`config.mk`:
```
export PLATFORM = sky130hd
export DESIGN_NAME = ula_reg_slave
export DESIGN_NICKNAME = d
export VERILOG_FILES = /design/src/rtl/ula_pkg.sv /design/src/rtl/ula_mul_seq.sv /design/src/rtl/ula_reg_slave.sv
export SDC_FILE = /design/constraint.sdc
export NUM_CORES = 1
export LEC_CHECK = 0
export CAP_MARGIN = 20
export CELL_PAD_IN_SITES_DETAIL_PLACEMENT = 1
export CELL_PAD_IN_SITES_GLOBAL_PLACEMENT = 2
export CORE_UTILIZATION = 40
export DETAILED_ROUTE_END_ITERATION = 6
export DONT_BUFFER_PORTS = 1
export GPL_TIMING_DRIVEN = 0
export PLACE_DENSITY_LB_ADDON = 0.08
export RECOVER_POWER = 100
export SLEW_MARGIN = 20
export SYNTH_ARGS = -nofsm -noshare
export SYNTH_HDL_FRONTEND = slang
export SYNTH_SLANG_ARGS = --single-unit
export TNS_END_PERCENT = 30
```
`constraint.sdc`:
```
create_clock -name clk_ula -period 6.32 [get_ports clk_ula]
set_input_delay 0.316 -clock clk_ula [delete_from_list [all_inputs] [get_ports clk_ula]]
set_output_delay 0.316 -clock clk_ula [all_outputs]
set_load 0.03 [all_outputs]
```
`src/rtl/ula_pkg.sv`:
```
`default_nettype none
// +------------------------------------------------------------------+
// | ula_pkg : shared types and constants for the ULA register slave  |
// | Rev 1.0                                                          |
// +------------------------------------------------------------------+
package ula_pkg;

  localparam int DATA_W     = 16;
  localparam int OUT_W      = 32;
  localparam int NUM_REGS   = 4;
  localparam int MUL_CYCLES = 16;
  localparam int CNT_W      = 4;
  localparam int SEL_W      = 2;

  localparam logic [CNT_W-1:0] MUL_LAST = CNT_W'(MUL_CYCLES - 1);

  typedef enum logic [1:0] {
    OP_ADD  = 2'b00,
    OP_SUB  = 2'b01,
    OP_MUL  = 2'b10,
    OP_LOAD = 2'b11
  } opcode_e;

  typedef enum logic {
    ST_IDLE = 1'b0,
    ST_MUL  = 1'b1
  } state_e;

  function automatic logic [OUT_W-1:0] zext(input logic [DATA_W-1:0] v);
    return {{(OUT_W-DATA_W){1'b0}}, v};
  endfunction

endpackage
`default_nettype wire

```
`src/rtl/ula_mul_seq.sv`:
```
`default_nettype none
// +------------------------------------------------------------------+
// | ula_mul_seq : 16x16 unsigned shift-add multiplier, 1 bit / cycle |
// | Rev 1.0                                                          |
// +------------------------------------------------------------------+
module ula_mul_seq
  import ula_pkg::*;
(
  input  logic              clk,
  input  logic              rst,
  input  logic              start,
  input  logic [DATA_W-1:0] a,
  input  logic [DATA_W-1:0] b,
  output logic              done,
  output logic [OUT_W-1:0]  product
);

  logic [OUT_W-1:0]  mcand_q, mcand_d;
  logic [DATA_W-1:0] mplier_q, mplier_d;
  logic [OUT_W-1:0]  acc_q, acc_d;
  logic [CNT_W-1:0]  cnt_q, cnt_d;
  logic              run_q, run_d;
  logic              done_q, done_d;

  // Bit 0 of the multiplier is consumed at the start edge, so the final
  // partial product lands 15 edges later and done is seen one cycle after.
  always_comb begin
    mcand_d  = mcand_q;
    mplier_d = mplier_q;
    acc_d    = acc_q;
    cnt_d    = cnt_q;
    run_d    = run_q;
    done_d   = 1'b0;
    if (start) begin
      mcand_d  = zext(a) << 1;
      mplier_d = b >> 1;
      acc_d    = b[0] ? zext(a) : '0;
      cnt_d    = CNT_W'(1);
      run_d    = 1'b1;
    end else if (run_q) begin
      if (mplier_q[0]) begin
        acc_d = acc_q + mcand_q;
      end
      mcand_d  = mcand_q << 1;
      mplier_d = mplier_q >> 1;
      cnt_d    = cnt_q + CNT_W'(1);
      if (cnt_q == MUL_LAST) begin
        run_d  = 1'b0;
        done_d = 1'b1;
      end
    end
  end

  always_ff @(posedge clk) begin
    if (rst) begin
      mcand_q  <= '0;
      mplier_q <= '0;
      acc_q    <= '0;
      cnt_q    <= '0;
      run_q    <= 1'b0;
      done_q   <= 1'b0;
    end else begin
      mcand_q  <= mcand_d;
      mplier_q <= mplier_d;
      acc_q    <= acc_d;
      cnt_q    <= cnt_d;
      run_q    <= run_d;
      done_q   <= done_d;
    end
  end

  assign done    = done_q;
  assign product = acc_q;

endmodule
`default_nettype wire

```
`src/rtl/ula_reg_slave.sv`:
```
`default_nettype none
// +------------------------------------------------------------------+
// | ula_reg_slave : 4x16 register file with ADD/SUB/LOAD and MUL ALU |
// | Rev 1.0                                                          |
// +------------------------------------------------------------------+
module ula_reg_slave
  import ula_pkg::*;
(
  input  logic              clk_ula,
  input  logic              rst,
  input  logic [DATA_W-1:0] A,
  input  logic [SEL_W-1:0]  reg_sel,
  input  logic [1:0]        instru,
  input  logic              valid_ula,
  output logic [OUT_W-1:0]  data_out,
  output logic              valid_out,
  output logic              busy,
  output logic              err
);

  logic [DATA_W-1:0] regs_q [NUM_REGS];
  logic [DATA_W-1:0] regs_d [NUM_REGS];
  state_e            state_q, state_d;
  logic [CNT_W-1:0]  cnt_q, cnt_d;
  logic [OUT_W-1:0]  data_out_q, data_out_d;
  logic              valid_out_q, valid_out_d;
  logic              err_q, err_d;

  logic              mul_start;
  logic              mul_done;
  logic [OUT_W-1:0]  mul_product;
  logic [DATA_W-1:0] operand;
  opcode_e           op;

  assign operand = regs_q[reg_sel];
  assign op      = opcode_e'(instru);

  always_comb begin
    regs_d      = regs_q;
    state_d     = state_q;
    cnt_d       = cnt_q;
    data_out_d  = data_out_q;
    valid_out_d = 1'b0;
    err_d       = err_q;
    mul_start   = 1'b0;

    unique case (state_q)
      ST_IDLE: begin
        if (valid_ula) begin
          unique case (op)
            OP_ADD: begin
              data_out_d  = zext(operand) + zext(A);
              valid_out_d = 1'b1;
            end
            OP_SUB: begin
              data_out_d  = zext(operand) - zext(A);
              valid_out_d = 1'b1;
            end
            OP_LOAD: begin
              regs_d[reg_sel] = A;
              data_out_d      = zext(A);
              valid_out_d     = 1'b1;
            end
            OP_MUL: begin
              mul_start = 1'b1;
              state_d   = ST_MUL;
              cnt_d     = '0;
            end
          endcase
        end
      end
      ST_MUL: begin
        // Any request seen while multiplying is dropped and flagged.
        if (valid_ula) begin
          err_d = 1'b1;
        end
        cnt_d = cnt_q + CNT_W'(1);
        if (cnt_q == MUL_LAST) begin
          state_d     = ST_IDLE;
          cnt_d       = '0;
          valid_out_d = mul_done;
          if (mul_done) begin
            data_out_d = mul_product;
          end
        end
      end
    endcase
  end

  always_ff @(posedge clk_ula) begin
    if (rst) begin
      for (int i = 0; i < NUM_REGS; i++) begin
        regs_q[i] <= '0;
      end
      state_q     <= ST_IDLE;
      cnt_q       <= '0;
      data_out_q  <= '0;
      valid_out_q <= 1'b0;
      err_q       <= 1'b0;
    end else begin
      regs_q      <= regs_d;
      state_q     <= state_d;
      cnt_q       <= cnt_d;
      data_out_q  <= data_out_d;
      valid_out_q <= valid_out_d;
      err_q       <= err_d;
    end
  end

  ula_mul_seq u_mul (
    .clk     (clk_ula),
    .rst     (rst),
    .start   (mul_start),
    .a       (operand),
    .b       (A),
    .done    (mul_done),
    .product (mul_product)
  );

  assign data_out  = data_out_q;
  assign valid_out = valid_out_q;
  assign busy      = (state_q == ST_MUL);
  assign err       = err_q;

endmodule
`default_nettype wire
```
After elaboration in Yosys (flattened, before gate mapping)
Cells that the tools add are included.

storage, ports and cells
  register bits after elaboration = 187
  bits in latches = 0
  memory bits (writable) = 0
  memory bits (read-only) = 0
  input bits = 23
  output and inout port bits = 35
  memories kept = 0

cells by class
  add/subtract/negate cells = 5
  multiply operators = 0
  divide/modulo/power cells = 0
  magnitude comparators = 2
  eq/ne operators = 10
  shifts and indexed selects = 0
  muxes and demuxes = 38
  bitwise logic cells = 3
  reduce and logical (&&, ||, !) cells = 12

operators by type and width
  cell                                                   count
  2-to-1 mux 32 bit                                      6
  one-hot mux 32 bit (3 select lines)                    1
  bitwise mux 64 bit                                     1
  2-to-1 mux 16 bit                                      4
  one-hot mux 32 bit (2 select lines)                    1
  2-to-1 mux 17 bit                                      2
  adder 32 bit                                           1
  binary-select mux 16 bit (select 2 bit)                1
  demux 16 bit (select 2 bit)                            1
  2-to-1 mux 15 bit                                      2
  adder 16 x 16 -> 17 bit                                1
  subtractor 16 x 16 -> 17 bit                           1
  2-to-1 mux 1 bit                                       13
  2-to-1 mux 4 bit                                       3
  adder 4 x 1 -> 4 bit, second input constant            2
  == test 4 bit, second input constant                   2
  one-hot mux 4 bit (2 select lines)                     1
  inequality test 2 x 1 -> 1 bit, second input constant  3
  AND reduction 2 bit                                    3
  OR reduction 3 bit                                     2
  == test 2 bit, second input constant                   2
  inequality test 4 x 1 -> 1 bit, second input constant  1
  one-hot mux 1 bit (2 select lines)                     2
  AND reduction 4 bit                                    1
  11 further kinds                                       13

Longest topological paths before layout
Gate-level depths: netlist of the first run.

  depth after elaboration = 8
  depth in mapped cells = 15

Hierarchy
From an unflattened synthesis of the first run, not the netlist that was laid out.

unflattened totals
  cell total of the unflattened synthesis = 1365
  area, all modules = 11312.1 um2

modules (own cells, without submodules)
  module         times used  cells an instance  area each (um2)  seq. area each (um2)
  ula_reg_slave  1           747                6316.1           2062.0
  ula_mul_seq    1           618                4996.0           1681.6

Worst setup path after synthesis of the first run
Ideal clock, no wire load.

  kind = in2reg
  from = input reg_sel[1]
  to = register data_out_q[15] (netlist: data_out[15])
  data arrival time = 3.390 ns
  data required time = 6.203 ns
  path slack = 2.814 ns
  stages on the path = 12
  buffers on the path = 3
  cells stage by stage = buf_1 > clkbuf_1 > mux4_2 > ha_1 > buf_2 > inv_2 > or3_1 > o31a_1 > o31ai_1 > mux2i_1 > o21ai_1 > a22o_1

on the way
  cells in the longest elaborated chain, start to end = 8
  elaborated cells on any way between the ends = 9

RTL lines
  element                                                                         line                                      RTL
  start: declaration                                                              ula_reg_slave.sv:12                       input logic [SEL_W-1:0] reg_sel,
  NOT 2 -> 3 bit (not written as such) *                                          ula_reg_slave.sv:35                       assign operand = regs_q[reg_sel];
  binary-select mux 16 bit (select 2 bit) *                                       ula_reg_slave.sv:35
  2-to-1 mux 16 bit (not written as such) * (2 in series)                         ula_reg_slave.sv:35
  subtractor 16 x 16 -> 17 bit / adder 16 x 16 -> 17 bit (equally long branches)  ula_reg_slave.sv:56, ula_reg_slave.sv:52
  one-hot mux 32 bit (3 select lines) *                                           ula_reg_slave.sv:50                       unique case (op)
  2-to-1 mux 32 bit *                                                             ula_reg_slave.sv:49                       if (valid_ula) begin
  one-hot mux 32 bit (2 select lines) *                                           ula_reg_slave.sv:47                       unique case (state_q)
  end signal: assignment                                                          ula_reg_slave.sv:104                      data_out_q <= data_out_d;
  end: declaration                                                                ula_reg_slave.sv:25                       logic [OUT_W-1:0] data_out_q, data_out_d;

Every way passes the cells marked *; elsewhere a longest branch is shown, timed or not. The select of a mux whose other input is x is not followed.
A chain may end at the register's enable or synchronous reset.

Final worst setup path of the first run
  from = input reg_sel[1]
  to = register data_out_q[22] (netlist: data_out[22])

on the way
  cells in the longest elaborated chain, start to end = 8

RTL lines
  element                                                line                 RTL
  NOT 2 -> 3 bit (not written as such)                   ula_reg_slave.sv:35
  binary-select mux 16 bit (select 2 bit)                ula_reg_slave.sv:35
  2-to-1 mux 16 bit (not written as such) (2 in series)  ula_reg_slave.sv:35
  subtractor 16 x 16 -> 17 bit                           ula_reg_slave.sv:56  data_out_d = zext(operand) - zext(A);
  one-hot mux 32 bit (3 select lines)                    ula_reg_slave.sv:50
  2-to-1 mux 32 bit                                      ula_reg_slave.sv:49
  one-hot mux 32 bit (2 select lines)                    ula_reg_slave.sv:47

Every way passes these cells. The select of a mux whose other input is x is not followed.

==> results of run 1 <==
==> area by class of cell <==
type / instances / area, sq um
Clock inverter: 14 / 145.1
Timing Repair Buffer: 14 / 140.1
Sequential cell: 187 / 3744
Fill cell: 3267 / 14840
Inverter: 43 / 161.4
Buffer: 78 / 302.8
Clock buffer: 18 / 429.2
Tap cell: 341 / 426.7
Multi-Input combinational cell: 1036 / 6683
==> sequential cells by signal, indices dropped and copies added (netlist names) <==
register / count
regs_q: 64
data_out: 32
u_mul.product: 32
u_mul.mcand_q: 31
u_mul.mplier_q: 15
cnt_q: 4
u_mul.cnt_q: 4
busy: 1
err: 1
u_mul.done: 1
u_mul.run_q: 1
valid_out: 1
==> metal layers <==
layer	vias to the layer above	wire length, microns	global-route usage, %
met1	5040	18880	39.62
met5	-	0	0
met2	261	18610	47.72
met3	42	2244	4.987
met4	0	1098	9.733
li1	4879	-	-
==> cells by family (layout without fill, tap and decap cells) <==
| group | count (synthesis) | count (layout) |
|---|---|---|
| AOI/OAI and AO/OA | 399 | 399 |
| xor gates and xnor gates | 32 | 32 |
| adders and majority gates | 71 | 71 |
| buffers and inverters | 121 | 167 |
| DFF | 187 | 187 |
| muxes | 86 | 86 |
| and+or+nand+nor | 448 | 448 |
==> what timing repair did <==
item,in CTS,in global routing
hold buffers,14,0
setup buffers,0,0
hold endpoints to repair,30,0
==> worst min-delay path by stage <==
stage                                   end  slack (ns)
finish              regs_q[13]$_SDFFE_PP0P_        0.01
global route        regs_q[27]$_SDFFE_PP0P_       0.008
detailed placement  regs_q[30]$_SDFFE_PP0P_        0.45
floorplan           regs_q[16]$_SDFFE_PP0P_        0.43
CTS                 regs_q[27]$_SDFFE_PP0P_       0.001
global placement    regs_q[30]$_SDFFE_PP0P_        0.44
==> placed cells by master, fill, tap and decap left out, types with 5 or more instances in the layout <==
cell type,synthesis,routed
nand2b_1,8,8
nand2_1,196,196
nor2b_1,7,7
o21ai_1,18,7
xor2_1,17,17
nor3_1,23,23
and3_1,12,12
and2_1,8,6
inv_1,40,41
o21ai_0,56,68
a211oi_1,49,49
a21o_1,15,15
clkbuf_1,54,66
nand3_1,13,13
inv_8,0,5
o31ai_1,10,10
buf_1,13,5
xnor2_1,15,15
a22oi_1,11,11
dlygate4sd3_1,0,14
o211ai_1,11,12
dfxtp_1,187,187
a31oi_1,9,9
nor2_1,152,152
mux4_2,16,16
clkbuf_16,0,17
o21a_1,7,7
a311oi_1,7,7
or3_1,7,7
nand3b_1,5,5
o21bai_1,5,5
a21oi_1,142,143
buf_2,10,8
ha_1,68,68
mux2i_1,70,70
==> per-stage QoR <==
step	setup WS, ns	cell area, sq um
final	1.857	12030
after global routing	1.623	12030
after CTS	2.175	12060
after detailed placement	1.728	11350
after global placement	1.739	11340
after floorplan	2.814	10920
==> power by group <==
part	internal, mW	switching, mW	total (mW)
logic	0.110	0.207	0.317
clock network	0.529	0.556	1.08
registers	1.22	0.0755	1.29
total	1.86	0.838	2.70
==> flow_metrics.tcl, run 1 <==
set metrics [dict create \
    io_pins 58 \
    yosysWarnings 0 \
    cp_max_fo 10 \
    cpMostUsedCell "clkbuf_1" \
    yosysTopAreaCell "dfxtp_1" \
    initial_core_util_pct 40.61 \
    numCtsBuffers 17 \
    rr_endpoint "data_out[22]$_SDFFE_PP0P_" \
    syn-num-nets 1438 \
    cts_resized 0 \
    drive_gt1_share_pct 4.820 \
    hold_viol 0 \
    ant_nets 0 \
    synth_common_cells "nand2_1, dfxtp_1, nor2_1, a21oi_1, mux2i_1" \
    yosysTopAreaCellShare_pct 34.30 \
    ir_worst_vdd_mv 0.1792 \
    synth_compound_gate_area_share_pct 23.31 \
    core_sq_mm 0.02688 \
    hp-start "A[13]" \
    drv_cap 1 \
    relSlewSlack_pct -1.650 \
    r2r_cells 11 \
    drt_iter0_markers 686 \
    layout.nets 1471 \
    clkLatencyLatePin_ns 0.45 \
    hold_depth 2 \
    grt_antenna_before_repair 0 \
    crit_end "data_out[22]$_SDFFE_PP0P_" \
    ys_seq_elements 187 \
    grt_pass1_wl_microns 62220 \
    vias_per_cell 5.905 \
    start_kind "input port" \
    startpoint "reg_sel[1]" \
    power_mw 2.696 \
    synth_area_sq_mm 0.01092 \
    placed_cells 1685 \
    htreeDepth 4 \
    path_buf_inv 4 \
    fin_crit_sh_pct 70.62 \
    critPathKind "in2reg" \
    num_antenna_cells 0 \
    numPortBuffers 0 \
    rows 60 \
    place.gp.congestion 0.8718 \
    dp_hpwl_microns 31210 \
    cp-end-kind "register" \
    gr-total-overflow 0 \
    die_area_sq_mm 0.02795 \
    tightest_slew_ns 1.504 \
    critPathTopFamily "compound AO/OA/AOI/OAI gates" \
    firstDrtPassIters 5 \
    required_ns 6.62 \
    ys_seq_area_share_pct 34.30 \
    rsz0062_at_grt "false" \
    synth_xor_area_share_pct 2.568 \
    die_h_microns 167.2 \
    crit_path_max_incr_delay_ns 0.52 \
    arrival_ns 4.76 \
    path_depth 13 \
    synthAdderAreaFrac_pct 8.345 \
    cts_tree "built" \
    final_util_pct 44.77 \
    grtUsageTotal_pct 29.43 \
    routedWlPerCell_microns 23.59 \
    syn_to_final_growth_pct 10.22 \
    max_freq_mhz 224.0 \
    whs_ns 0.01162 \
    finClkSkew_ns 0.02385 \
    setup_violations 0 \
    cts.clk_slew.worst_paths_ns 0.08 \
    synth_top_family_by_area "compound AO/OA/AOI/OAI gates" \
    synth_cells 1344 \
    cp_slowest_cell "clkbuf_1" \
    powerDensity_mw_per_mm2 224.0 \
    violations "max-capacitance violations, max-slew violations" \
    static-leakage-power_nw 4.443 \
    cts.sinks 187 \
    synth-edff-count 0 \
    layout.cells.non_filler 1731 \
    status "finished, violations left" \
    wirelength_microns 40830 \
    synth.area.mux_share_pct 9.720 \
    synthTopCellsByArea "dfxtp_1, ha_1, nand2_1" \
    period_needed_ns 4.463 \
    drv_slew 8 \
    cts_buffer_depth 2 \
    rrSetupSlack_ns 2.32 \
    setup_tns_ns 0 \
    grt_pass1_vias 10334 \
    drcViolationCount 0 \
    avgSynthCellArea_sq_um 8.122 \
    yosysMostFrequentCell "nand2_1" \
    vias 10222 \
    min_path_type "in2reg" \
    synth_ff_type "dfxtp_1" \
    yosys.area_share.simple_pct 17.45 \
    r2r-start "regs_q[51]$_SDFFE_PP0P_" \
    synthArstFlopShare_pct 0 \
    clock-root-buffer "clkbuf_16" \
    cp_cell_sequence "clkbuf_1, clkbuf_1, mux4_2, ha_1, clkbuf_1, o21a_1, o211ai_1, a21o_1, a21oi_1, a21oi_1, o22ai_1, clkbuf_1, a21oi_1" \
    grt_max_degree 20 \
    die_w_microns 167.2 \
    synth_cell_types 72 \
]
No activity file was read; power rests on OpenSTA's default activity.
==> run 2, diff against run 1 <==
--- a/config.mk
+++ b/config.mk
@@ -8,7 +8,7 @@
 export CAP_MARGIN = 20
 export CELL_PAD_IN_SITES_DETAIL_PLACEMENT = 1
 export CELL_PAD_IN_SITES_GLOBAL_PLACEMENT = 2
-export CORE_UTILIZATION = 40
+export CORE_UTILIZATION = 39
 export DETAILED_ROUTE_END_ITERATION = 6
 export DONT_BUFFER_PORTS = 1
 export GPL_TIMING_DRIVEN = 0
==> constraint.sdc (replaced) <==
create_clock -name clk_ula -period 4.6 [get_ports clk_ula]
set_input_delay 0.23 -clock clk_ula [delete_from_list [all_inputs] [get_ports clk_ula]]
set_output_delay 0.23 -clock clk_ula [all_outputs]
set_load 0.03 [all_outputs]
==> run 2 against run 1 <==
The run now ends clean. Routed wire length shrank 0.30%. Register-to-register slack lost 1.4 ns. Critical path depth is the same. Utilization shrank 0.37 points. Clock power grew 31%. Via count shrank 0.15%. Count of clock-buffer cells in the layout grew 2. Die area grew 2.5%. Non-clock buffer count grew 2. Clock skew shrank 0.014 ns. Cell area grew 0.28%. Hold slack gained 0.0021 ns. Critical endpoint is now data_out[31]$_SDFFE_PP0P_. Largest cell class unchanged. Largest power group unchanged.
==> flow_metrics.tcl, run 2 (synthesis gave the netlist of run 1 again) <==
set metrics [dict create \
    cp_max_fo 10 \
    clock-root-buffer "clkbuf_16" \
    critPathKind "in2reg" \
    grt_antenna_before_repair 3 \
    drt_iter0_markers 538 \
    setup_tns_ns 0 \
    rows 60 \
    tightest_slew_ns 1.387 \
    whs_ns 0.01370 \
    required_ns 4.91 \
    numCtsBuffers 17 \
    htreeDepth 4 \
    grt_pass1_vias 10232 \
    die_h_microns 169.3 \
    layout.cells.non_filler 1765 \
    cts.clk_slew.worst_paths_ns 0.07 \
    final_util_pct 44.40 \
    period_needed_ns 4.101 \
    cp-end-kind "register" \
    powerDensity_mw_per_mm2 302.2 \
    routedWlPerCell_microns 23.07 \
    cts_tree "built" \
    drcViolationCount 0 \
    max_freq_mhz 243.8 \
    rsz0062_at_grt "false" \
    cts_buffer_depth 2 \
    finClkSkew_ns 0.009498 \
    relSlewSlack_pct 6.212 \
    hold_depth 2 \
    die_area_sq_mm 0.02866 \
    arrival_ns 4.41 \
    core_sq_mm 0.02718 \
    placed_cells 1716 \
    r2r_cells 11 \
    initial_core_util_pct 40.17 \
    grtUsageTotal_pct 28.87 \
    ant_nets 0 \
    static-leakage-power_nw 4.435 \
    grt_pass1_wl_microns 61960 \
    hold_viol 0 \
    largest_reg_flops 64 \
    layout.nets 1473 \
    wirelength_microns 40710 \
    min_path_type "in2reg" \
    drv_slew 0 \
    placed_area_sq_mm 0.01139 \
    fin_crit_sh_pct 89.16 \
    place.gp.congestion 0.8643 \
    firstDrtPassIters 4 \
    status "finished clean" \
    cts.sinks 187 \
    numPortBuffers 0 \
    num-fill-cells 3354 \
    setup_violations 0 \
    syn_to_final_growth_pct 10.53 \
    layout_commonest_cell "nand2_1" \
    die_w_microns 169.3 \
    layout_setup_ws_ns 0.4987 \
    post_cts_buffers 0 \
    drv_cap 0 \
    rrSetupSlack_ns 0.91 \
    regMostFlops "regs_q" \
    stdcell_area_sq_mm 0.01207 \
    pre_cts_ws_ns 0.1504 \
    power_mw 3.646 \
    grt_max_degree 17 \
    vias_per_cell 5.783 \
    ir_worst_vdd_mv 0.2045 \
    gr-total-overflow 0 \
    dp_hpwl_microns 30860 \
    layout_common_cells "nand2_1, dfxtp_1, nor2_1" \
    vias 10207 \
    io_pins 58 \
    clkLatencyLatePin_ns 0.44 \
    start_kind "input port" \
    drive_gt1_share_pct 4.885 \
]
run 2: path summary, 6_finish.rpt:
kind / from / to
worst max-delay path: reg_sel[1] / data_out[31]$_SDFFE_PP0P_
worst min-delay path: A[4] / u_mul.mplier_q[3]$_SDFFE_PP0P_
worst max register to register: regs_q[3]$_SDFFE_PP0P_ / data_out[31]$_SDFFE_PP0P_
worst min register to register: regs_q[61]$_SDFFE_PP0P_ / regs_q[61]$_SDFFE_PP0P_
run 2: routing by layer:
metal  wire length [microns]  global-route usage (%)  vias to the layer above
met4                    1098                   9.518                        0
met3                    1983                   5.177                       49
met2                   18330                   46.56                      214
met1                   19300                   38.83                     5048
li1                        -                       -                     4896
met5                       0                       0                        -
run 2: timing repair:
action	in CTS	in global routing
hold endpoints to repair	75	0
resized for setup	0	0
setup endpoints to repair	0	0
hold buffers	16	0
run 2: layout make-up:
type / count / area [sq um] / share of cell area (%)
antenna: 1 / 2.502 / 0.02074
buffer: 78 / 304.0 / 2.520
clock buffer: 20 / 456.7 / 3.785
clock inverter: 12 / 88.84 / 0.7363
inverter: 43 / 161.4 / 1.338
multi-input combinational: 1036 / 6683 / 55.39
sequential: 187 / 3744 / 31.03
tap: 372 / 465.4 / 3.858
timing repair buffer: 16 / 160.2 / 1.327
run 2: worst max-delay path, stage by stage:
cell and delay, ns:
clkbuf_1 0.47, clkbuf_1 0.53, mux4_2 0.49, ha_1 0.31, clkbuf_1 0.37, o21a_1 0.23, o211ai_1 0.21, a21o_1 0.25
a21oi_1 0.29, a21oi_1 0.13, o22ai_1 0.48, buf_2 0.33, a21oi_1 0.10
run 2: report_power, final:
part,total (mW),internal [mW],leakage (nW),switching (mW)
logic,0.449,0.152,2.66,0.297
clock network,1.42,0.726,0.260,0.694
registers,1.78,1.67,1.52,0.102
total,3.65,2.55,4.44,1.09
==> run 3, diff against run 2 <==
--- a/config.mk
+++ b/config.mk
@@ -8,7 +8,8 @@
 export CAP_MARGIN = 20
 export CELL_PAD_IN_SITES_DETAIL_PLACEMENT = 1
 export CELL_PAD_IN_SITES_GLOBAL_PLACEMENT = 2
-export CORE_UTILIZATION = 39
+export CORE_UTILIZATION = 35
+export CTS_CLUSTER_SIZE = 28
 export DETAILED_ROUTE_END_ITERATION = 6
 export DONT_BUFFER_PORTS = 1
 export GPL_TIMING_DRIVEN = 0
==> constraint.sdc (replaced) <==
create_clock -name clk_ula -period 4.6 [get_ports clk_ula]
set_input_delay 1.15 -clock clk_ula [delete_from_list [all_inputs] [get_ports clk_ula]]
set_output_delay 1.15 -clock clk_ula [all_outputs]
set_load 0.03 [all_outputs]
==> run 3 against run 2 <==
Critical path depth unchanged. Total power up 3.3%. First-iteration DRC count up 26%. Clock power up 9.9%. Largest power group unchanged. Register-to-register slack better by 0.16 ns. Flip-flop and latch count unchanged. Final cell count up 0.40%. Utilization down 5.2 points. Worst setup slack worse by 0.31 ns. Non-clock buffer count down 16. Fmax down 6.9%.
==> flow_metrics.tcl, run 3 (synthesis gave the netlist of run 1 again) <==
set metrics [dict create \
    status "finished clean" \
    numPortBuffers 0 \
    cts_tree "built" \
    grt_pass1_wl_microns 63140 \
    initial_core_util_pct 35.59 \
    rrSetupSlack_ns 1.07 \
    firstDrtPassIters 5 \
    whs_ns 0.4574 \
    relSlewSlack_pct 18.15 \
    cp-end-kind "register" \
    setup_violations 0 \
    busiest_layer "met2" \
    static-leakage-power_nw 4.400 \
    cp_max_fo 10 \
    met2_usage_pct 42.67 \
    start_kind "input port" \
    ir_worst_vdd_mv 0.2925 \
    max_freq_mhz 226.9 \
    htreeDepth 4 \
    r2r_cells 11 \
    drcViolationCount 0 \
    placed_area_sq_mm 0.01142 \
    vias_per_cell 5.703 \
    stdcell_area_sq_mm 0.01201 \
    fin_crit_sh_pct 95.81 \
    die_h_microns 178.6 \
    die_area_sq_mm 0.03190 \
    cts_buffer_depth 2 \
    period_needed_ns 4.407 \
    numCtsBuffers 17 \
    io_pins 58 \
    grtUsageMet3_pct 5.989 \
    clock-root-buffer "clkbuf_16" \
    rsz0062_at_grt "false" \
    drt_iter0_markers 676 \
    powerDensity_mw_per_mm2 313.7 \
    drv_slew 0 \
    required_ns 4.94 \
    core_sq_mm 0.03067 \
    cts_resized 3 \
    worstHoldEndpoint "regs_q[17]$_SDFFE_PP0P_" \
    die_w_microns 178.6 \
    cpMostUsedCell "a21oi_1" \
    arrival_ns 4.74 \
    layout.cells.non_filler 1772 \
    dp_hpwl_microns 32460 \
    hp-start "regs_q[17]$_SDFFE_PP0P_" \
    holdBufCountCts 0 \
    r2r-start "regs_q[51]$_SDFFE_PP0P_" \
    rows 64 \
    cp_cell_sequence "clkbuf_2, clkbuf_2, mux4_2, ha_1, clkbuf_1, o21a_1, o211ai_2, a21o_1, a21oi_1, a21oi_1, o22ai_2, buf_2, a21oi_1" \
    routedWlPerCell_microns 23.62 \
    post_cts_buffers 0 \
    critPathKind "in2reg" \
    largest_reg_flops 64 \
    placed_cells 1740 \
    wirelength_microns 41850 \
    grt_use_met1_pct 35.11 \
    setup_tns_ns 0 \
    ant_nets 0 \
    cts.clk_slew.worst_paths_ns 0.07 \
    layout_common_cells "nand2_1, dfxtp_1, nor2_1" \
    grt_max_degree 18 \
    regMostFlops "regs_q" \
    crit_path_max_incr_delay_ns 0.46 \
    num-fill-cells 3734 \
    drive_gt1_share_pct 5.305 \
    tightest_slew_ns 1.217 \
    layout_commonest_cell "nand2_1" \
    vias 10106 \
    grt_pass1_vias 10188 \
    rr_endpoint "data_out[31]$_SDFFE_PP0P_" \
    cts.sinks 187 \
    cp_slowest_cell "mux4_2" \
    num_antenna_cells 0 \
    hold_depth 2 \
    syn_to_final_growth_pct 9.995 \
    finClkSkew_ns 0.01586 \
    gr-total-overflow 0 \
    final_util_pct 39.15 \
    place.gp.congestion 0.8722 \
    hold_viol 0 \
    drv_cap 0 \
    min_path_type "reg2reg" \
    clkLatencyLatePin_ns 0.46 \
    layout.nets 1457 \
    grt_antenna_before_repair 0 \
    grtUsageTotal_pct 26.86 \
]
-- run 3: changes by cell type in the layout (fill, tap and decap cells not counted), moves of 2 or more --
| cell | delta |
|---|---|
| inv_8 | +2 |
| inv_6 | -2 |
| clkbuf_8 | -2 |
| clkbuf_2 | +2 |
| clkinv_2 | -2 |
| dlygate4sd3_1 | -16 |
| bufinv_16 | +2 |
| o21ai_1 | +5 |
| o21ai_0 | -5 |
-- run 3: final cells by class --
type                       count  area, sq um  area share [%]
clock buffer                  19        432.9           3.606
inverter                      43        161.4           1.344
sequential                   187         3744           31.18
clock inverter                13        161.4           1.344
buffer                        78        306.5           2.553
tap                          396        495.5           4.127
multi-input combinational   1036         6705           55.85
-- run 3: how the worst max path moves through the flow --
stage                     slack, ns  startpoint  cells after the start                   endpoint
after floorplan                0.26  reg_sel[1]                     12  data_out[15]$_SDFFE_PP0P_
after global placement        -0.87  reg_sel[1]                     13  data_out[30]$_SDFFE_PP0P_
after detailed placement      -0.83  reg_sel[1]                     13  data_out[26]$_SDFFE_PP0P_
after CTS                      0.05  reg_sel[1]                     13  data_out[16]$_SDFFE_PP0P_
after global routing           0.06  reg_sel[1]                     13  data_out[31]$_SDFFE_PP0P_
final                          0.19  reg_sel[1]                     13  data_out[31]$_SDFFE_PP0P_
-- run 3: worst max-delay path, delay by kind of cell --
kind                     cells  cell delay, ns
multiplexers                 1            0.46
AO/OA/AOI/OAI                7            1.53
buffers and inverters        4            1.27
adder cells (fa/ha/maj)      1            0.31
-- run 3: report_power, final --
part           total [mW]  internal, mW  switching [mW]
Combinational       0.427         0.144           0.283
Clock                1.56         0.818           0.745
Sequential           1.78          1.67           0.104
-- run 3: metal layers --
metal	part of all wire [%]	vias to the layer above
met1	46	4941
met4	3.6	0
met5	0	-
met2	44	232
li1	-	4864
met3	5.5	69
-- run 3: per-stage QoR --
| step | total power [mW] | setup WS (ns) |
|---|---|---|
| after floorplan | 2.092 | 0.2596 |
| after detailed placement | 2.240 | -0.8327 |
| after CTS | 3.796 | 0.04630 |
| after global placement | 2.233 | -0.8714 |
| after global routing | 3.900 | 0.06089 |
| final | 3.767 | 0.1927 |
